File: src/rtl/ps2_scancode_rx.sv
`timescale 1ns/1ps
`default_nettype none
// ============================================================================
// Module      : ps2_scancode_rx
// Description : PS/2 keyboard receiver. Synchronizes the device clock/data
//               lines, deframes 11-bit frames (start, 8 data LSB first, odd
//               parity, stop), and folds the 0xE0 / 0xF0 prefixes into
//               is_extended / is_break flags on a single key event.
//               Optional mid-frame watchdog enabled by macro PS2_TIMEOUT_EN.
// Revision    : 1.0 - initial release
// ============================================================================
module ps2_scancode_rx #(
    parameter int TIMEOUT_CYCLES = 5000
) (
    input  logic       clk,
    input  logic       reset,
    input  logic       ps2_clk,
    input  logic       ps2_data,
    output logic [7:0] scan_code,
    output logic       code_valid,
    output logic       is_break,
    output logic       is_extended,
    output logic       frame_err
);

    localparam logic [1:0] c_S_IDLE   = 2'd0;
    localparam logic [1:0] c_S_DATA   = 2'd1;
    localparam logic [1:0] c_S_PARITY = 2'd2;
    localparam logic [1:0] c_S_STOP   = 2'd3;

    localparam logic [7:0] c_BREAK_PFX = 8'hF0;
    localparam logic [7:0] c_EXT_PFX   = 8'hE0;

    logic       r_clk_s1, r_clk_s2, r_clk_prev;
    logic       r_dat_s1, r_dat_s2;
    logic [1:0] r_state, w_state_nxt;
    logic [2:0] r_bit_cnt;
    logic [7:0] r_shreg;
    logic       r_par;
    logic       r_brk_p, r_ext_p;

    logic       w_fall;
    logic       w_start_err;
    logic       w_frame_end;
    logic       w_par_ok;
    logic       w_good;
    logic       w_err;
    logic       w_timeout;

    // Two-flop synchronizers plus a history flop on the clock for edge detect;
    // all reset high because an idle PS/2 bus floats high.
    always_ff @(posedge clk or posedge reset) begin
        if (reset) begin
            r_clk_s1   <= 1'b1;
            r_clk_s2   <= 1'b1;
            r_clk_prev <= 1'b1;
            r_dat_s1   <= 1'b1;
            r_dat_s2   <= 1'b1;
        end else begin
            r_clk_s1   <= ps2_clk;
            r_clk_s2   <= r_clk_s1;
            r_clk_prev <= r_clk_s2;
            r_dat_s1   <= ps2_data;
            r_dat_s2   <= r_dat_s1;
        end
    end

    assign w_fall   = r_clk_prev & ~r_clk_s2;
    // Odd parity: the nine bits together must hold an odd number of ones.
    assign w_par_ok = ^{r_shreg, r_par};

`ifdef PS2_TIMEOUT_EN
    localparam int              c_TO_W   = (TIMEOUT_CYCLES > 2) ? $clog2(TIMEOUT_CYCLES) : 1;
    localparam logic [c_TO_W-1:0] c_TO_MAX = c_TO_W'(TIMEOUT_CYCLES - 1);

    logic [c_TO_W-1:0] r_to_cnt;

    // Watchdog: counts idle clk cycles between PS/2 edges while mid-frame.
    always_ff @(posedge clk or posedge reset) begin
        if (reset) begin
            r_to_cnt <= '0;
        end else if ((r_state == c_S_IDLE) || w_fall) begin
            r_to_cnt <= '0;
        end else begin
            r_to_cnt <= r_to_cnt + 1'b1;
        end
    end

    // A real edge in the expiry cycle wins over the watchdog.
    assign w_timeout = (r_state != c_S_IDLE) && !w_fall && (r_to_cnt == c_TO_MAX);
`else
    assign w_timeout = 1'b0;
`endif

    // Frame state register.
    always_ff @(posedge clk or posedge reset) begin
        if (reset) begin
            r_state <= c_S_IDLE;
        end else begin
            r_state <= w_state_nxt;
        end
    end

    // Frame next-state and start/stop classification.
    always_comb begin
        w_state_nxt = r_state;
        w_start_err = 1'b0;
        w_frame_end = 1'b0;
        case (r_state)
            c_S_IDLE: begin
                if (w_fall) begin
                    if (!r_dat_s2) w_state_nxt = c_S_DATA;
                    else           w_start_err = 1'b1;
                end
            end
            c_S_DATA: begin
                if (w_fall && (r_bit_cnt == 3'd7)) w_state_nxt = c_S_PARITY;
            end
            c_S_PARITY: begin
                if (w_fall) w_state_nxt = c_S_STOP;
            end
            c_S_STOP: begin
                if (w_fall) begin
                    w_state_nxt = c_S_IDLE;
                    w_frame_end = 1'b1;
                end
            end
            default: w_state_nxt = c_S_IDLE;
        endcase
        if (w_timeout) w_state_nxt = c_S_IDLE;
    end

    assign w_good = w_frame_end & r_dat_s2 & w_par_ok;
    assign w_err  = w_start_err | (w_frame_end & ~(r_dat_s2 & w_par_ok)) | w_timeout;

    // Bit counter, LSB-first shift register and parity capture.
    always_ff @(posedge clk or posedge reset) begin
        if (reset) begin
            r_bit_cnt <= 3'd0;
            r_shreg   <= 8'h00;
            r_par     <= 1'b0;
        end else if (w_fall) begin
            case (r_state)
                c_S_IDLE:   r_bit_cnt <= 3'd0;
                c_S_DATA: begin
                    r_shreg   <= {r_dat_s2, r_shreg[7:1]};
                    r_bit_cnt <= r_bit_cnt + 3'd1;
                end
                c_S_PARITY: r_par <= r_dat_s2;
                default:    ;
            endcase
        end
    end

    // Prefix resolution and registered event / error outputs.
    always_ff @(posedge clk or posedge reset) begin
        if (reset) begin
            scan_code   <= 8'h00;
            code_valid  <= 1'b0;
            is_break    <= 1'b0;
            is_extended <= 1'b0;
            frame_err   <= 1'b0;
            r_brk_p     <= 1'b0;
            r_ext_p     <= 1'b0;
        end else begin
            code_valid <= 1'b0;
            frame_err  <= 1'b0;
            if (w_good) begin
                if (r_shreg == c_BREAK_PFX) begin
                    r_brk_p <= 1'b1;
                end else if (r_shreg == c_EXT_PFX) begin
                    r_ext_p <= 1'b1;
                end else begin
                    scan_code   <= r_shreg;
                    is_break    <= r_brk_p;
                    is_extended <= r_ext_p;
                    code_valid  <= 1'b1;
                    r_brk_p     <= 1'b0;
                    r_ext_p     <= 1'b0;
                end
            end else if (w_err) begin
                // Drop any half-received prefix sequence.
                frame_err <= 1'b1;
                r_brk_p   <= 1'b0;
                r_ext_p   <= 1'b0;
            end
        end
    end

endmodule
`default_nettype wire
File: config.mk
export PLATFORM = sky130hd
export DESIGN_NAME = ps2_scancode_rx
export DESIGN_NICKNAME = d
export VERILOG_FILES = /design/src/rtl/ps2_scancode_rx.sv
export SDC_FILE = /design/constraint.sdc
export NUM_CORES = 1
export LEC_CHECK = 0
export BUFFER_PORTS_ARGS = -buffer_cell sky130_fd_sc_hd__buf_4
export CORE_ASPECT_RATIO = 1.25
export CORE_MARGIN = 1.5
export CORE_UTILIZATION = 35
export CTS_BUF_LIST = sky130_fd_sc_hd__clkbuf_8
export CTS_CLUSTER_SIZE = 25
export DETAILED_ROUTE_END_ITERATION = 12
export MAX_ROUTING_LAYER = met4
export PLACE_DENSITY_LB_ADDON = 0.25
export SLEW_MARGIN = 10
export SYNTH_ARGS = -nofsm -noshare
export SYNTH_HDL_FRONTEND = slang
export SYNTH_SLANG_ARGS = --single-unit
export TNS_END_PERCENT = 50
File: constraint.sdc
create_clock -name clk -period 2.2 [get_ports clk]
set_input_delay 0.22 -clock clk [delete_from_list [all_inputs] [get_ports clk]]
set_output_delay 0.22 -clock clk [all_outputs]
set_load 0.01 [all_outputs]
==> summary.json <==
{
  "tritoncts_num_sinks": 33,
  "final_period_minus_worst_setup_slack_ns": 2.23,
  "unrepaired_setup_endpoints_after_global_routing": "yes",
  "crit_path_cell_trace": "xnor2_2, xnor3_2, mux2i_1, a2111oi_4, buf_4, mux2_4",
  "switching_share_pct": 32.1,
  "syn_area_per_cell_um2": 13.2,
  "antenna_found_initial": 0,
  "final_design_area_no_fill_um2": 1990,
  "core-area_um2": 4130,
  "dr.first_iter.drc_count": 26,
  "initial_utilization_pct": 37.1,
  "relSlewSlack_pct": 72.2,
  "hpwl_um": 1900,
  "detail_route.wl_per_cell_um": 12.9,
  "yosys.cell_types.count": 29,
  "hold_viol": 0,
  "fraction_of_final_layout_cells_with_drive_strength_greater_than_1_pct": 46.0,
  "net_count_final": 160,
  "tritoncts": "built",
  "drc": 0,
  "clkSlewWorstSetupHoldPaths_ns": 0.07,
  "timing.final.crit_share_pct": 101,
  "synthToLayoutAreaGrowth_pct": 29.8,
  "grt_pass1_vias": 1076,
  "dpl_cell_area_um2": 1790,
  "wire_length_of_the_first_global_routing_pass_um": 4820,
  "ant_nets": 0,
  "synth.yosys.warnings": 0,
  "share_comb_of_total_power_pct": 47.3,
  "die_h_um": 77.0,
  "io_pins": 16,
  "insertedDiodeCount": 0,
  "worst_ep_arrival_time_ns": 2.40,
  "synth.yosys.seq_area_share_pct": 54.3,
  "fmax_mhz": 449,
  "layout.cells.non_filler": 206,
  "p_leak_nw": 0.970,
  "grt.total_usage_pct": 13.3,
  "worstSetupPathType": "reg -> reg",
  "cts_inserted_buffers": 5,
  "synth_area_leader_cell": "sky130_fd_sc_hd__dfrtp_1",
  "synth-async-reset-ratio_pct": 100,
  "most_frequently_used_cell_type_in_the_post_synthesis_netlist": "sky130_fd_sc_hd__dfrtp_1",
  "power_density_nw_per_um2": 1380,
  "numPlacedInstances": 194,
  "setup-tns-final_ns": -0.122,
  "synth_top_area_share_pct": 45.7,
  "number_of_flops_mapped_to_enable_cells_by_yosys": 0,
  "reg2regPathDepth": 6,
  "share_clk_of_total_power_pct": 21.0,
  "clock_skew_ns": 0.00656,
  "gr-total-overflow": 0,
  "post_drt_via_cell_ratio": 4.70,
  "synthFlopType": "sky130_fd_sc_hd__dfrtp_1",
  "post-route-worst-setup-slack_ns": -0.0271,
  "timing.final.max_slew_violations": 0,
  "vdd.ir_drop.worst_mv": 0.834,
  "ff2ff_setup_slack_ns": -0.03,
  "worst_path_max_delay_cell": "sky130_fd_sc_hd__xnor3_2",
  "netlist_top_cells_area": "sky130_fd_sc_hd__dfrtp_1 46%, sky130_fd_sc_hd__mux2_2 13%, sky130_fd_sc_hd__dfstp_2 8.6%, sky130_fd_sc_hd__ha_1 5.7%, sky130_fd_sc_hd__xnor2_1 2.9%",
  "worst_r2r_endpoint": "is_extended$_DFFE_PP0P_",
  "max_cap_viols": 0,
  "p_switching_uw": 882,
  "die_w_um": 62.2,
  "worst-slew-pin-transition_ns": 0.416,
  "netlist_top_cells_count": "28 x sky130_fd_sc_hd__dfrtp_1, 18 x sky130_fd_sc_hd__mux2_2, 10 x sky130_fd_sc_hd__nand2_1",
  "timing.hold.worst.class": "in -> async",
  "floorplan.die_area_um2": 4790,
  "postSynthRegisterBits": 33,
  "detailroute.via_count": 969,
  "worstSkewPairLatency_ns": 0.28,
  "violated_checks": "negative setup slack",
  "worst_ep_required_time_ns": 2.37,
  "cts_buffer_depth": 2,
  "syn-instance-count": 116,
  "first_pass_iters": 4,
  "mappedNetlistNets": 127,
  "cell_area_after_synthesis_um2": 1530,
  "r2r-start": "r_shreg[7]$_DFFE_PP0P_",
  "final_setup_violation_count": 6,
  "placementRows": 26,
  "crit_path_max_fanout": 5,
  "post-place-ws_ns": -0.125,
  "portBuffers": 15,
  "pwr-share-seq_pct": 31.7,
  "grt_max_degree": 34,
  "crit_path_max_incr_delay_ns": 0.46,
  "outcome": "finished, violations left",
  "cts_root_buf": "sky130_fd_sc_hd__clkbuf_8",
  "h-tree-depth": 2,
  "post_cts_hold_buffer_count": 0,
  "drt-total-wl_um": 2660,
  "setup.worst_path.end_class": "flop",
  "placer_s_final_routability_congestion_estimate": 0.749,
  "fill_cells": 378,
  "startpoint_type": "flop",
  "p_int_mw": 1.87
}
## worst max-delay path by stage
stage                                 startpoint                        to  depth (start not counted)
after CTS                 r_shreg[3]$_DFFE_PP0P_  scan_code[0]$_DFFE_PP0P_                          6
after global routing      r_shreg[0]$_DFFE_PP0P_  scan_code[6]$_DFFE_PP0P_                          6
final                     r_shreg[7]$_DFFE_PP0P_   is_extended$_DFFE_PP0P_                          6
after global placement    r_shreg[0]$_DFFE_PP0P_  scan_code[1]$_DFFE_PP0P_                          6
after floorplan           r_shreg[3]$_DFFE_PP0P_      is_break$_DFFE_PP0P_                          7
after detailed placement  r_shreg[0]$_DFFE_PP0P_  scan_code[1]$_DFFE_PP0P_                          6
## power by group through the flow
stage	sequential, mW	clock, mW	combinational, mW
floorplan	0.882	0	0.889
global placement	0.879	0	1.18
detailed placement	0.887	0	1.21
CTS	0.873	0.593	1.32
global route	0.892	0.633	1.42
finish	0.871	0.579	1.30
## what timing repair did
item                                    in CTS  in global routing
endpoints found under the setup margin       9                 10
setup buffers                                4                  0
pin swaps                                    3                  1
resized for setup                            9                  3
hold endpoints to repair                     0                  0
## cells in the final DEF (no fill, tap or decap), types with 3 or more instances in the layout
cell | synthesis | layout
sky130_fd_sc_hd__buf_4 | 1 | 28
sky130_fd_sc_hd__dfrtp_1 | 28 | 27
sky130_fd_sc_hd__mux2_2 | 18 | 11
sky130_fd_sc_hd__nand2_1 | 10 | 10
sky130_fd_sc_hd__mux2_4 | 0 | 7
sky130_fd_sc_hd__o21ai_0 | 7 | 7
sky130_fd_sc_hd__ha_1 | 7 | 7
sky130_fd_sc_hd__inv_1 | 5 | 6
sky130_fd_sc_hd__clkbuf_8 | 0 | 6
sky130_fd_sc_hd__dfstp_2 | 5 | 5
sky130_fd_sc_hd__nor2_1 | 4 | 4
sky130_fd_sc_hd__xnor2_2 | 0 | 3
sky130_fd_sc_hd__nand2b_1 | 3 | 3
## metal layers
metal / wire length [um] / track usage [%] / up-vias
li1: - / - / 467
met1: 1160 / 15.1 / 482
met2: 1360 / 21.7 / 15
met3: 94 / 4.84 / 5
met4: 46 / 4.67 / 0
met5: 0 / - / -
## critical path: cells and delay by family (launching register included)
family,cells,cell delay (ns)
xor+xnor,2,0.66
flops,1,0.41
mux,2,0.47
compound gates,1,0.35
buf+inv,1,0.22
## final cells by class
class	instances	area (um^2)	area share, %
multi-input combinational	75	729	36.7
clock inverter	2	33.8	1.70
tap	56	70.1	3.52
sequential	33	833	41.9
clock buffer	6	82.6	4.15
timing repair buffer	29	221	11.1
inverter	5	18.8	0.943
## metrics by stage
step                      hold WS (ns)  util (%)  power [mW]
after global routing            0.0244      48.2        2.95
after CTS                       0.0344      47.8        2.78
after floorplan                  0.224         -        1.77
final                           0.0187      48.2        2.75
after detailed placement         0.330      43.4        2.10
after global placement           0.330      43.4        2.06
## registers in the layout, summed over array words and instances (netlist names)
signal,flops
r_shreg,8
scan_code,8
r_bit_cnt,3
r_state,2
code_valid,1
frame_err,1
is_break,1
is_extended,1
r_brk_p,1
r_clk_prev,1
r_clk_s1,1
r_clk_s2,1
r_dat_s1,1
r_dat_s2,1
r_ext_p,1
r_par,1
## cell families (layout without fill, tap and decap cells)
group,after synthesis,count (layout),synth area share [%]
xor gates and xnor gates,8,8,7.43
and+or+nand+nor,25,25,8.57
AOI/OAI and AO/OA,15,15,6.78
buffers and inverters,8,42,2.69
muxes,20,20,14.5
DFF,33,33,54.3
adders and majority gates,7,7,5.71
No activity file was read; power rests on OpenSTA's default activity.
